### config.mk
export PLATFORM = sky130hd
export DESIGN_NAME = systolic_skew_feeder_flat
export DESIGN_NICKNAME = d
export VERILOG_FILES = /design/src/rtl/systolic_pkg.sv /design/src/rtl/systolic_skew_feeder_if.sv /design/src/rtl/skew_delay_bank.sv /design/src/rtl/systolic_skew_feeder.sv /design/src/flat_wrapper.sv
export SDC_FILE = /design/constraint.sdc
export NUM_CORES = 1
export LEC_CHECK = 0
export CORE_ASPECT_RATIO = 1.5
export CORE_MARGIN = 4
export CORE_UTILIZATION = 54
export CTS_CLUSTER_SIZE = 16
export DETAILED_ROUTE_END_ITERATION = 6
export PLACE_DENSITY = 0.79
export SLEW_MARGIN = 0
export SYNTH_ARGS = -nofsm -noshare
export SYNTH_HDL_FRONTEND = slang
export SYNTH_SLANG_ARGS = --single-unit
export TNS_END_PERCENT = 30
### constraint.sdc
create_clock -name i_clk -period 2.48 [get_ports i_clk]
set_clock_uncertainty 0.05 [all_clocks]
set_input_delay 0.248 -clock i_clk [delete_from_list [all_inputs] [get_ports i_clk]]
set_output_delay 0.248 -clock i_clk [all_outputs]
set_load 0.01 [all_outputs]
### src/rtl/systolic_pkg.sv
// Shared defaults, inner-dimension width helper and control FSM states for the skew feeder.
package systolic_pkg;

  localparam int unsigned DefaultSize   = 8;
  localparam int unsigned DefaultDwidth = 8;
  localparam int unsigned DefaultMaxK   = 8;

  // Width needed to hold any beat count from 0 to max_k inclusive.
  function automatic int unsigned kw_for(input int unsigned max_k);
    return $clog2(max_k + 1);
  endfunction

  typedef enum logic [1:0] {
    StIdle,
    StStream,
    StDrain,
    StDone
  } state_e;

endpackage

### src/rtl/systolic_skew_feeder_if.sv
// Operand beat bus from the A/B operand buffers into the skew feeder.
interface systolic_skew_feeder_if
  import systolic_pkg::*;
#(
  parameter int unsigned SIZE   = DefaultSize,
  parameter int unsigned DWIDTH = DefaultDwidth
);

  logic [SIZE*DWIDTH-1:0] a_data;
  logic [SIZE*DWIDTH-1:0] b_data;
  logic                   a_valid;
  logic                   b_valid;
  logic                   in_ready;

  modport master (
    output a_data,
    output b_data,
    output a_valid,
    output b_valid,
    input  in_ready
  );

  modport slave (
    input  a_data,
    input  b_data,
    input  a_valid,
    input  b_valid,
    output in_ready
  );

endinterface

### src/rtl/skew_delay_bank.sv
// Per-lane masking and staircase delay: lane i holds i+1 registers so that lane i
// presents each injected element i+1 cycles after it was injected.
module skew_delay_bank #(
  parameter int unsigned SIZE   = 8,
  parameter int unsigned DWIDTH = 8
) (
  input  logic                   i_clk,
  input  logic                   i_reset_n,
  input  logic                   i_clear,
  input  logic                   i_inject,
  input  logic                   i_beat_en,
  input  logic [SIZE-1:0]        i_lane_en,
  input  logic [SIZE*DWIDTH-1:0] i_data,
  output logic [SIZE*DWIDTH-1:0] o_data,
  output logic [SIZE-1:0]        o_valid
);

  for (genvar i = 0; i < SIZE; i++) begin : g_lane
    logic [DWIDTH-1:0] w_elem;
    logic [DWIDTH-1:0] r_data  [i+1];
    logic              r_valid [i+1];

    // Non-injecting cycles push a zero bubble; masked beats stay valid but carry zero.
    assign w_elem = i_inject ?
                    (i_data[i*DWIDTH +: DWIDTH] & {DWIDTH{i_lane_en[i] & i_beat_en}}) : '0;

    // Shift the lane chain every cycle; clear flushes it outside an operation.
    always_ff @(posedge i_clk or negedge i_reset_n) begin
      if (!i_reset_n) begin
        for (int j = 0; j <= i; j++) begin
          r_data[j]  <= '0;
          r_valid[j] <= 1'b0;
        end
      end else if (i_clear) begin
        for (int j = 0; j <= i; j++) begin
          r_data[j]  <= '0;
          r_valid[j] <= 1'b0;
        end
      end else begin
        r_data[0]  <= w_elem;
        r_valid[0] <= i_inject;
        for (int j = 1; j <= i; j++) begin
          r_data[j]  <= r_data[j-1];
          r_valid[j] <= r_valid[j-1];
        end
      end
    end

    assign o_data[i*DWIDTH +: DWIDTH] = r_data[i];
    assign o_valid[i]                 = r_valid[i];
  end

endmodule

### src/rtl/systolic_skew_feeder.sv
// Operand feeder for an NxN output-stationary systolic array: streams num_k masked
// A/B beats, skews lane i by i+1 cycles, drains the staircase, then pulses done.
module systolic_skew_feeder
  import systolic_pkg::*;
#(
  parameter int unsigned SIZE   = DefaultSize,
  parameter int unsigned DWIDTH = DefaultDwidth,
  parameter int unsigned MAX_K  = DefaultMaxK,
  localparam int unsigned KW    = kw_for(MAX_K)
) (
  input  logic                   i_clk,
  input  logic                   i_reset_n,
  input  logic                   i_start,
  input  logic [KW-1:0]          i_num_k,
  systolic_skew_feeder_if.slave  bus_if,
  input  logic [SIZE-1:0]        i_mask_a_rows,
  input  logic [SIZE-1:0]        i_mask_b_cols,
  input  logic [MAX_K-1:0]       i_mask_a_cols,
  input  logic [MAX_K-1:0]       i_mask_b_rows,
  output logic [SIZE*DWIDTH-1:0] o_a_skew,
  output logic [SIZE*DWIDTH-1:0] o_b_skew,
  output logic [SIZE-1:0]        o_skew_valid,
  output logic                   o_busy,
  output logic                   o_done
);

  localparam int unsigned      DW        = $clog2(SIZE + 1);
  localparam logic [KW-1:0]    KOne      = KW'(1);
  localparam logic [KW-1:0]    KMax      = KW'(MAX_K);
  localparam logic [DW-1:0]    DrainLast = DW'(SIZE - 1);

  state_e            r_state, w_state_d;
  logic [KW-1:0]     r_k, w_k_d, r_num_k, w_num_k_in;
  logic [DW-1:0]     r_drain, w_drain_d;
  logic [SIZE-1:0]   r_mask_a_rows, r_mask_b_cols;
  logic [MAX_K-1:0]  r_mask_a_cols, r_mask_b_rows;
  logic [MAX_K-1:0]  w_a_cols_sh, w_b_rows_sh;
  logic [SIZE-1:0]   w_a_valid, w_b_valid;
  logic              w_latch, w_accept, w_clear, w_in_ready;

  assign w_num_k_in = (i_num_k > KMax) ? KMax : i_num_k;
  assign w_in_ready = (r_state == StStream);
  assign w_accept   = w_in_ready & bus_if.a_valid & bus_if.b_valid;
  assign w_clear    = (r_state == StIdle) | (r_state == StDone);

  // Per-beat enables come from bit k of the latched column/row masks.
  assign w_a_cols_sh = r_mask_a_cols >> r_k;
  assign w_b_rows_sh = r_mask_b_rows >> r_k;

  assign bus_if.in_ready = w_in_ready;
  assign o_busy          = (r_state == StStream) | (r_state == StDrain);
  assign o_done          = (r_state == StDone);
  assign o_skew_valid    = w_a_valid & w_b_valid;

  // Next-state, beat counter and drain counter.
  always_comb begin
    w_state_d = r_state;
    w_k_d     = r_k;
    w_drain_d = r_drain;
    w_latch   = 1'b0;
    unique case (r_state)
      StIdle: begin
        if (i_start) begin
          if (i_num_k == '0) begin
            w_state_d = StDone;
          end else begin
            w_latch   = 1'b1;
            w_k_d     = '0;
            w_state_d = StStream;
          end
        end
      end
      StStream: begin
        if (w_accept) begin
          w_k_d = r_k + KOne;
          if ((r_k + KOne) == r_num_k) begin
            w_drain_d = '0;
            w_state_d = StDrain;
          end
        end
      end
      StDrain: begin
        if (r_drain == DrainLast) begin
          w_state_d = StDone;
        end else begin
          w_drain_d = r_drain + DW'(1);
        end
      end
      StDone: begin
        w_state_d = StIdle;
      end
    endcase
  end

  // State, counters, and operation parameters captured on an accepted start.
  always_ff @(posedge i_clk or negedge i_reset_n) begin
    if (!i_reset_n) begin
      r_state       <= StIdle;
      r_k           <= '0;
      r_drain       <= '0;
      r_num_k       <= '0;
      r_mask_a_rows <= '0;
      r_mask_b_cols <= '0;
      r_mask_a_cols <= '0;
      r_mask_b_rows <= '0;
    end else begin
      r_state <= w_state_d;
      r_k     <= w_k_d;
      r_drain <= w_drain_d;
      if (w_latch) begin
        r_num_k       <= w_num_k_in;
        r_mask_a_rows <= i_mask_a_rows;
        r_mask_b_cols <= i_mask_b_cols;
        r_mask_a_cols <= i_mask_a_cols;
        r_mask_b_rows <= i_mask_b_rows;
      end
    end
  end

  skew_delay_bank #(
    .SIZE   (SIZE),
    .DWIDTH (DWIDTH)
  ) u_bank_a (
    .i_clk     (i_clk),
    .i_reset_n (i_reset_n),
    .i_clear   (w_clear),
    .i_inject  (w_accept),
    .i_beat_en (w_a_cols_sh[0]),
    .i_lane_en (r_mask_a_rows),
    .i_data    (bus_if.a_data),
    .o_data    (o_a_skew),
    .o_valid   (w_a_valid)
  );

  skew_delay_bank #(
    .SIZE   (SIZE),
    .DWIDTH (DWIDTH)
  ) u_bank_b (
    .i_clk     (i_clk),
    .i_reset_n (i_reset_n),
    .i_clear   (w_clear),
    .i_inject  (w_accept),
    .i_beat_en (w_b_rows_sh[0]),
    .i_lane_en (r_mask_b_cols),
    .i_data    (bus_if.b_data),
    .o_data    (o_b_skew),
    .o_valid   (w_b_valid)
  );

endmodule

### src/flat_wrapper.sv
// flat-port wrapper written by rule: the top's interface ports become plain ports
module systolic_skew_feeder_flat import systolic_pkg::*;
#(
  parameter int unsigned SIZE   = DefaultSize,
  parameter int unsigned DWIDTH = DefaultDwidth,
  parameter int unsigned MAX_K  = DefaultMaxK,
  localparam int unsigned KW    = kw_for(MAX_K)
)
  (i_clk, i_reset_n, i_start, i_num_k, i_mask_a_rows, i_mask_b_cols, i_mask_a_cols, i_mask_b_rows, o_a_skew, o_b_skew, o_skew_valid, o_busy, o_done, bus_if_a_data, bus_if_b_data, bus_if_a_valid, bus_if_b_valid, bus_if_in_ready);
  systolic_skew_feeder_if #(.SIZE(SIZE), .DWIDTH(DWIDTH)) bus_if_i ();
  input  logic i_clk;
  input  logic i_reset_n;
  input  logic i_start;
  input  logic [KW-1:0] i_num_k;
  input  logic [SIZE-1:0] i_mask_a_rows;
  input  logic [SIZE-1:0] i_mask_b_cols;
  input  logic [MAX_K-1:0] i_mask_a_cols;
  input  logic [MAX_K-1:0] i_mask_b_rows;
  output logic [SIZE*DWIDTH-1:0] o_a_skew;
  output logic [SIZE*DWIDTH-1:0] o_b_skew;
  output logic [SIZE-1:0] o_skew_valid;
  output logic o_busy;
  output logic o_done;
  input wire logic [$bits(bus_if_i.a_data)-1:0] bus_if_a_data;
  input wire logic [$bits(bus_if_i.b_data)-1:0] bus_if_b_data;
  input wire logic [$bits(bus_if_i.a_valid)-1:0] bus_if_a_valid;
  input wire logic [$bits(bus_if_i.b_valid)-1:0] bus_if_b_valid;
  output wire logic [$bits(bus_if_i.in_ready)-1:0] bus_if_in_ready;
  assign bus_if_i.a_data = bus_if_a_data;
  assign bus_if_i.b_data = bus_if_b_data;
  assign bus_if_i.a_valid = bus_if_a_valid;
  assign bus_if_i.b_valid = bus_if_b_valid;
  assign bus_if_in_ready = bus_if_i.in_ready;
  systolic_skew_feeder #(.SIZE(SIZE), .DWIDTH(DWIDTH), .MAX_K(MAX_K)) u_core (.i_clk(i_clk), .i_reset_n(i_reset_n), .i_start(i_start), .i_num_k(i_num_k), .bus_if(bus_if_i), .i_mask_a_rows(i_mask_a_rows), .i_mask_b_cols(i_mask_b_cols), .i_mask_a_cols(i_mask_a_cols), .i_mask_b_rows(i_mask_b_rows), .o_a_skew(o_a_skew), .o_b_skew(o_b_skew), .o_skew_valid(o_skew_valid), .o_busy(o_busy), .o_done(o_done));
endmodule
==> flow_results.org, run 1 <==
** CTS
- Clock slew seen by the registers of the worst setup and hold paths :: roughly 0.06 ns
- Total clock sinks :: between 600 and 700
- Clock tree synthesis inserted a total of between 50 and 60 buffers.
- TritonCTS built the clock tree.
- The clock passes through at most 3 buffers.
- In this run the clock root is driven by a sky130_fd_sc_hd__clkbuf_16.
- After clock tree synthesis, the setup repair step added 0 buffers.
- Skew-Pair Late Insertion Delay :: approximately 0.57 ns
- Number of H-tree branching levels :: 2

** STA
- Setup violations remaining at the end of the flow were counted as 0.
- Setup repair after global routing left no endpoint under its margin.
- The final number of max-transition violations was 0.
- Normalized max-slew margin :: 0.547
- Summed over all failing endpoints, the final setup total negative slack is 0 ns.
- Of the available clock period, the critical path in the final layout requires 0.940.
- At the pin with the least slew margin, the transition time is between 0.6 and 0.7 ns.
- Minimum clock period after layout :: ~2.3 ns
- Static timing analysis puts the maximum clock frequency at 0.429 GHz.
- The hold violation count in the final report is 0.

** Route
- Mean number of vias per cell :: ~4.8
- Summed over all layers, the routed wires come to ~38000 um.
- DRC violations left :: 0
- Total vias in the final route :: approximately 11000
- Before antenna repair, the detailed router went through 4 iterations.
- Routed wire per std cell :: about 17 um
- 1st-iter DRT viols :: roughly 600
- The count of nets left with antenna violations once routing finished came out at 0.

** Power
- Power per Cell Area :: 883 mW/mm^2
- Summed over all cells, the static leakage comes to approximately 14 nW.
- Across the VDD grid, the largest voltage drop is 1.18 mV.
- Power, Total :: ~23 mW

** Setup path
- Required time of the critical path :: between 2 and 3 ns
- Worst path cell trace :: ha_1 -> xor3_1 -> or4_4 -> o21ai_4 -> nand2b_2 -> a221o_1
- Critical Path Sink Type :: flop
- Stages on the worst setup path :: 6
- Type of element launching the critical path :: flop
- For the worst setup path, the data arrival time is 2.74 ns.
- Worst Path Buf+Inv :: 0
- Worst Path Max Fanout :: 8
- The setup check on the worst reg-to-reg path leaves a slack of between 0.1 and 0.15 ns.
- Crit-path leading delay family :: compound AO/OA/AOI/OAI gates
- The number of cells on the worst reg-to-reg path is 6.
- In this design, the stage delay of the slowest critical-path cell is ~0.45 ns.
- Master of the slowest instance on the critical path :: sky130_fd_sc_hd__or4_4
- The critical path is of the reg2reg type.
- The worst register-to-register path begins at u_core.r_k[0].
- R2R Path End :: u_core.r_drain[2]

** Yosys
- In the post-synthesis netlist, the biggest area contributors are sky130_fd_sc_hd__dfrtp_1 73%, sky130_fd_sc_hd__and2_1 13%, sky130_fd_sc_hd__buf_4 4.0%.
- The Yosys step of the flow raised 0 warnings.
- The mapped netlist covers 0.0215 sq mm.
- The share of synthesized area in the top cell type comes to 0.732.
- Post-synth EDFFs :: 0
- Number of register bits inferred by synthesis :: 630
- Counting distinct cell types in the post-synthesis netlist gives 37.
- In the synthesized netlist the dominant register cell turns out to be sky130_fd_sc_hd__dfrtp_1.
- Averaged over all synthesized cells, the footprint is ~14 sq um.
- Synthesis produced a netlist with a net count of between 1500 and 2000.
- Cell type contributing the most total cell area after synthesis :: sky130_fd_sc_hd__dfrtp_1
- After synthesis, the share of flip-flops with an asynchronous set or reset is 1.00.
- Synthesized instance count :: about 1500
- In the post-synthesis netlist, the cell with the most instances is sky130_fd_sc_hd__dfrtp_1.
- For this run, the register share of the synthesized area comes to 0.732.
- In the synthesized netlist, the cells that appear most often are 630 x sky130_fd_sc_hd__dfrtp_1, 455 x sky130_fd_sc_hd__and2_1, 131 x sky130_fd_sc_hd__and3_1.

** Cells and area
- The area growth from synthesis to layout is 22.5%.
- The number of antenna diodes in the final layout is 0.
- The filler cells instantiated in the layout total between 2000 and 3000.
- Multi-input combinational cell area :: roughly 0.0047 sq mm
- The final layout contains approximately 1900 nets.
- In the final layout, the share of cells above drive strength 1 is 0.0914.
- Storage cell area :: around 0.016 sq mm

** Run status
- The flow ran to the end, and the final reports show no timing, DRC or antenna violations.

** Global route
- Met3 usage :: 0.0463
- The initial antenna violation count is 0.
- GR Util met2 :: 0.316
- Total global routing overflow :: 0
- The number of global-route vias before repair is about 12000.
- Pin count of the biggest net entering global routing :: 195
- For this run, the total global-route usage over all layers was measured as 0.177.
- Busiest grt layer :: met2
- The first global-routing pass estimated approximately 60000 um of wire.
- In the global route stage, met1 resource usage came out at 0.208.

** Flow run
- The tool flagged a number of max-cap violations equal to 0.

** Floorplan
- The floorplan has slightly below 90 rows.
- The core region is 0.0394 sq mm.
- Floorplan die height :: 253 um
- around 300 I/O pins were placed.
- Die W :: 171 um
- Total die area :: about 0.043 sq mm
- Initial core utilization :: 0.546

** Min path
- The path class of the tightest hold or removal check is in2async.

** Placement
- GPL Wtd Cong :: slightly below 0.8
- Detailed placement finished with a half-perimeter wire length of 24500 um.
- Port bufs :: 307
==> cell usage in the layout (no fill, tap or decap), types with 2 or more instances in the layout <==
cell type | netlist | layout
sky130_fd_sc_hd__clkinvlp_4 | 0 | 2
sky130_fd_sc_hd__clkbuf_8 | 0 | 12
sky130_fd_sc_hd__nor2b_1 | 2 | 2
sky130_fd_sc_hd__clkbuf_16 | 0 | 54
sky130_fd_sc_hd__mux2i_1 | 3 | 3
sky130_fd_sc_hd__inv_1 | 5 | 5
sky130_fd_sc_hd__mux4_2 | 4 | 4
sky130_fd_sc_hd__nor3_2 | 0 | 2
sky130_fd_sc_hd__bufinv_16 | 0 | 6
sky130_fd_sc_hd__o21ai_0 | 8 | 8
sky130_fd_sc_hd__and2_1 | 455 | 455
sky130_fd_sc_hd__nand2b_1 | 4 | 4
sky130_fd_sc_hd__dfrtp_1 | 630 | 630
sky130_fd_sc_hd__nor2_1 | 7 | 7
sky130_fd_sc_hd__ha_1 | 6 | 5
sky130_fd_sc_hd__buf_12 | 0 | 14
sky130_fd_sc_hd__nand2_1 | 9 | 9
sky130_fd_sc_hd__buf_4 | 114 | 12
sky130_fd_sc_hd__a21oi_1 | 4 | 4
sky130_fd_sc_hd__xor2_1 | 3 | 3
sky130_fd_sc_hd__nand3_1 | 4 | 3
sky130_fd_sc_hd__clkdlybuf4s50_1 | 0 | 305
sky130_fd_sc_hd__mux2_2 | 34 | 34
sky130_fd_sc_hd__clkbuf_1 | 66 | 9
sky130_fd_sc_hd__clkinv_2 | 0 | 12
sky130_fd_sc_hd__and3_1 | 131 | 131
sky130_fd_sc_hd__xnor2_1 | 2 | 2
==> stage by stage <==
stage          area [sq um]  setup slack, ns  cells   util  hold slack [ns]
2_1_floorplan         21500            0.206   1512      -          -0.0976
3_3_place_gp          24500            0.226   2163  0.622            0.143
3_5_place_dp          24500            0.135   2163  0.622            0.148
4_1_cts               26400           0.0668   2261  0.669            0.122
5_1_grt               26400           0.0656   2261  0.669            0.145
6_report              26400            0.148   2261  0.669            0.132
==> per-layer routing <==
metal	wire, um	up-vias
met4	1130	0
li1	-	5066
met2	20000	305
met3	2580	73
met5	0	-
met1	14200	5468
==> where the power goes <==
| group | switching [mW] | internal, mW |
|---|---|---|
| sequential | 0.439 | 10.7 |
| clock | 3.51 | 4.99 |
| combinational | 2.36 | 1.28 |
| total | 6.31 | 17.0 |
==> repair_timing <==
action | in CTS | in global routing
hold buffers | 1 | 0
endpoints found under the setup margin | 0 | 1
gates resized for setup | 0 | 1
endpoints found under the hold margin | 113 | 0
==> flip-flops by register name, indices dropped and copies added (netlist names), 4 cells and up <==
name,count
u_core.u_bank_b.g_lane.r_data,232
u_core.u_bank_a.g_lane.r_data,232
u_core.r_drain,4
u_core.u_bank_a.o_data,56
u_core.r_mask_b_rows,8
u_core.u_bank_a.o_valid,7
u_core.r_k,4
u_core.r_num_k,4
u_core.r_mask_a_rows,8
u_core.r_mask_a_cols,8
u_core.r_mask_b_cols,8
u_core.u_bank_b.o_data,56
==> layout make-up <==
class / instances / area share
inverter: 5 / 0.000711
multi-input combinational: 695 / 0.177
tap: 500 / 0.0237
timing repair buffer: 334 / 0.131
clock inverter: 22 / 0.0111
sequential: 630 / 0.597
clock buffer: 75 / 0.0588
==> worst max path at each step <==
stage,endpoint,slack [ns],startpoint
floorplan,u_core.r_drain[2],0.21,u_core.r_k[1]
global placement,u_core.r_drain[2],0.23,u_core.r_k[0]
detailed placement,u_core.r_drain[2],0.14,u_core.r_k[0]
CTS,bus_if_in_ready,0.07,u_core.r_state[1]
global route,u_core.r_drain[2],0.07,u_core.r_k[0]
finish,u_core.r_drain[2],0.15,u_core.r_k[0]
==> logic make-up after synthesis <==
logic type                 after synthesis  synth area share
adders and majority gates                6           0.00349
muxes                                   41            0.0234
AOI/OAI and AO/OA                       22           0.00720
buffers and inverters                  187            0.0526
and+or+nand+nor                        620             0.178
xor gates and xnor gates                 6           0.00314
DFF                                    630             0.732
Note: power is estimated with default switching activity, not from simulation.
==> run 2: changes to the inputs <==
--- a/config.mk
+++ b/config.mk
@@ -7,10 +7,10 @@
 export LEC_CHECK = 0
 export CORE_ASPECT_RATIO = 1.5
 export CORE_MARGIN = 4
-export CORE_UTILIZATION = 54
+export CORE_UTILIZATION = 35
 export CTS_CLUSTER_SIZE = 16
 export DETAILED_ROUTE_END_ITERATION = 6
-export PLACE_DENSITY = 0.79
+export PLACE_DENSITY = 0.55
 export SLEW_MARGIN = 0
 export SYNTH_ARGS = -nofsm -noshare
 export SYNTH_HDL_FRONTEND = slang
==> constraint.sdc (replaced) <==
create_clock -name i_clk -period 2.6 [get_ports i_clk]
set_clock_uncertainty 0.05 [all_clocks]
set_input_delay 0.26 -clock i_clk [delete_from_list [all_inputs] [get_ports i_clk]]
set_output_delay 0.26 -clock i_clk [all_outputs]
set_load 0.01 [all_outputs]
==> run 2 against run 1 <==
- global-route usage down 5.5 points
- die area up 52%
- register-to-register slack better by 0.13 ns
- sequential share of layout area down 1.3 points
- utilization down 23 points
- highest routed layer is now met5
- final cell count up 14%
==> flow_results.org, run 2 (same netlist as run 1, synthesis figures left out) <==
** Global route
- The total overflow left after global routing is 0.
- Total global-route track usage :: 0.122
- Initial antenna violation count :: 8
- Wire length of the first global-routing pass :: roughly 64000 um
- Entering global routing, the biggest net connects ~120 pins.
- The number of global-route vias before repair came to between 10000 and 15000.

** Setup path
- Critical Path Sink Type :: output pin
- Data on the critical path arrives at its endpoint at ~2 ns.
- The critical path is of the reg2out type.
- STA classifies the critical path startpoint as a flop.
- In this run the register-to-register setup slack is about 0.28 ns.
- Along the worst path, the maximum fanout reaches 6.
- At the worst endpoint, the required time is between 2 and 2.5 ns.

** Floorplan
- 308 I/O pins were placed.
- The floorplan step defined a core boundary enclosing just over 0.06 sq mm.
- Measured along the y axis, the die boundary spans between 300 and 400 um.
- Number of standard-cell rows in the floorplan :: 111
- Die W :: 211 um
- Total die area :: 0.0657 sq mm
- Initial core utilization :: 0.352

** Power
- IR analysis of the VDD net gives a maximum drop of about 0.64 mV.
- Dividing total power by cell area gives a power density of roughly 860 mW/mm^2.
- In this run the static leakage power is between 10 and 15 nW.
- Power, Total :: roughly 23 mW

** Route
- DRC violations left :: 0
- Post-DRT Antenna Nets :: 0
- The detailed router placed 10900 vias in this run.
- Mean number of vias per cell :: about 4.2
- Routed wire per std cell :: between 15 and 20 um
- The routed design has 39700 um of wire.
- 1st-iter DRT viols :: roughly 700
- Initial DRT Pass Iterations :: 5

** CTS
- The H-tree was split into 2 levels.
- Number of buffers between clock root and the deepest sink :: 3
- The cell sitting at the root of the clock tree is a sky130_fd_sc_hd__clkbuf_16.
- Skew-Pair Late Insertion Delay :: roughly 0.60 ns
- TritonCTS built the clock tree.
- Number of buffers added for setup after CTS :: 0
- The number of gates resized after CTS was 0.
- Number of clock buffers inserted by TritonCTS :: between 50 and 60
- After clock tree synthesis, the clock-pin slew on the worst setup and hold paths is 0.06 ns.
- Clock tree synthesis found a total of 630 sinks.

** STA
- Setup violations remaining at the end of the flow were counted as 0.
- In the finished design, the share of the clock period the worst path needs comes to 0.907.
- F_max :: between 0.4 and 0.5 GHz
- For the final routed database, the setup TNS stands at 0 ns.
- Slew @ Worst Pin :: 0.758 ns
- Max-slew violation count :: 0
- The hold violation count in the final report was 0.
- Normalized max-slew margin :: 0.495
- RSZ-0062 raised after global routing :: no
- Minimum clock period after layout :: 2.36 ns

** Placement
- Port bufs :: ~300
- At the end of routability-driven placement, the weighted congestion stood at approximately 0.77.
- Total instance count after detailed placement :: 2457
- Dpl hpwl :: 25500 um

** Cells and area
- Compared with the post-synthesis result, the final layout area differs by 25.2%.
- Of the cells placed in the final design, the portion with a size suffix greater than 1 is 0.0996.
- In the final layout, the registers with the most flip-flops are u_core.u_bank_a.g_lane.r_data x232, u_core.u_bank_b.g_lane.r_data x232.
- At the end of the flow, the number of nets in the layout was 1903.
- Leaving out fill and tap cells, the most frequent cell in the layout is sky130_fd_sc_hd__dfrtp_1.
- The library cells used most frequently in the layout, excluding fill and tap cells, are 630 x sky130_fd_sc_hd__dfrtp_1, 455 x sky130_fd_sc_hd__and2_1, 306 x sky130_fd_sc_hd__clkdlybuf4s50_1, 131 x sky130_fd_sc_hd__and3_1, 59 x sky130_fd_sc_hd__clkbuf_16.
- Fillcell total :: 5618
- Post-route non-filler standard cell count :: between 2000 and 3000

** Run status
- The flow ran to the end, and the final reports show no timing, DRC or antenna violations.

** Min path
- In this run the worst hold path is classified as in2async.

** Flow run
- Number of max-cap violations :: 0
==> run 2: changes by cell type in the layout (fill, tap and decap cells not counted), moves of 3 or more <==
cell | before | now
sky130_fd_sc_hd__inv_6 | 1 | 4
sky130_fd_sc_hd__clkbuf_8 | 12 | 18
sky130_fd_sc_hd__buf_4 | 12 | 16
sky130_fd_sc_hd__clkinv_2 | 12 | 8
sky130_fd_sc_hd__clkbuf_16 | 54 | 59
==> run 2: worst paths after layout <==
kind                                                        endpoint                                 start  depth (start not counted)
worst min register to register  u_core.u_bank_a.g_lane[6].r_data[46]  u_core.u_bank_a.g_lane[6].r_data[54]                          1
worst max register to register                     u_core.r_drain[2]                         u_core.r_k[1]                          6
min in group i_clk               u_core.u_bank_a.g_lane[1].r_data[8]                      bus_if_a_data[8]                          2
max in group asynchronous                 u_core.u_bank_b.o_data[33]                             i_reset_n                          3
worst max-delay path                                 bus_if_in_ready                     u_core.r_state[1]                          4
worst min-delay path            u_core.u_bank_a.g_lane[7].r_data[24]                             i_reset_n                          2
==> run 2: routing by layer <==
layer,track usage,vias up,part of all wire
li1,-,5094,-
met2,0.202,283,0.49
met5,0,-,0.0013
met1,0.149,5448,0.40
met3,0.0452,89,0.083
met4,0.0422,8,0.029
==> run 2: repair_timing <==
action | 4_1_cts | 5_1_grt
endpoints found under the setup margin | 0 | 0
hold endpoints to repair | 49 | 0
hold buffers | 1 | 0
==> run 2: through the flow <==
step	util	hold slack (ns)	worst slack (ns)	area (sq um)
after global placement	0.408	0.244	0.291	24900
after detailed placement	0.408	0.246	0.266	24900
final	0.441	0.190	0.243	27000
after global routing	0.441	0.141	0.112	27000
after CTS	0.441	0.121	0.161	27000
after floorplan	-	-0.0856	0.326	21500
==> run 2: final cells by class <==
type                    instances  area, sq um  area share
clock buffers                  86         1760      0.0652
inverters                       5         18.8    0.000696
diodes                          2         5.00    0.000186
flip-flops and latches        630        15800       0.585
well taps                     791          990      0.0367
clock inverters                24          284      0.0105
multi-input cells             695         4670       0.173
repair buffers                337         3470       0.129
==> run 2: power by group <==
part / total [mW] / switching, mW / leakage [nW] / internal, mW
logic: 3.59 / 2.33 / 3.88 / 1.26
registers: 10.7 / 0.455 / 8.72 / 10.2
clock network: 8.87 / 3.67 / 1.00 / 5.20
==> run 2: worst max-delay path: stages (launching register included) <==
cell and delay [ns]:
sky130_fd_sc_hd__dfrtp_1 0.42, sky130_fd_sc_hd__inv_1 0.12, sky130_fd_sc_hd__ha_1 0.19, sky130_fd_sc_hd__buf_4 0.17, sky130_fd_sc_hd__clkdlybuf4s50_1 0.55
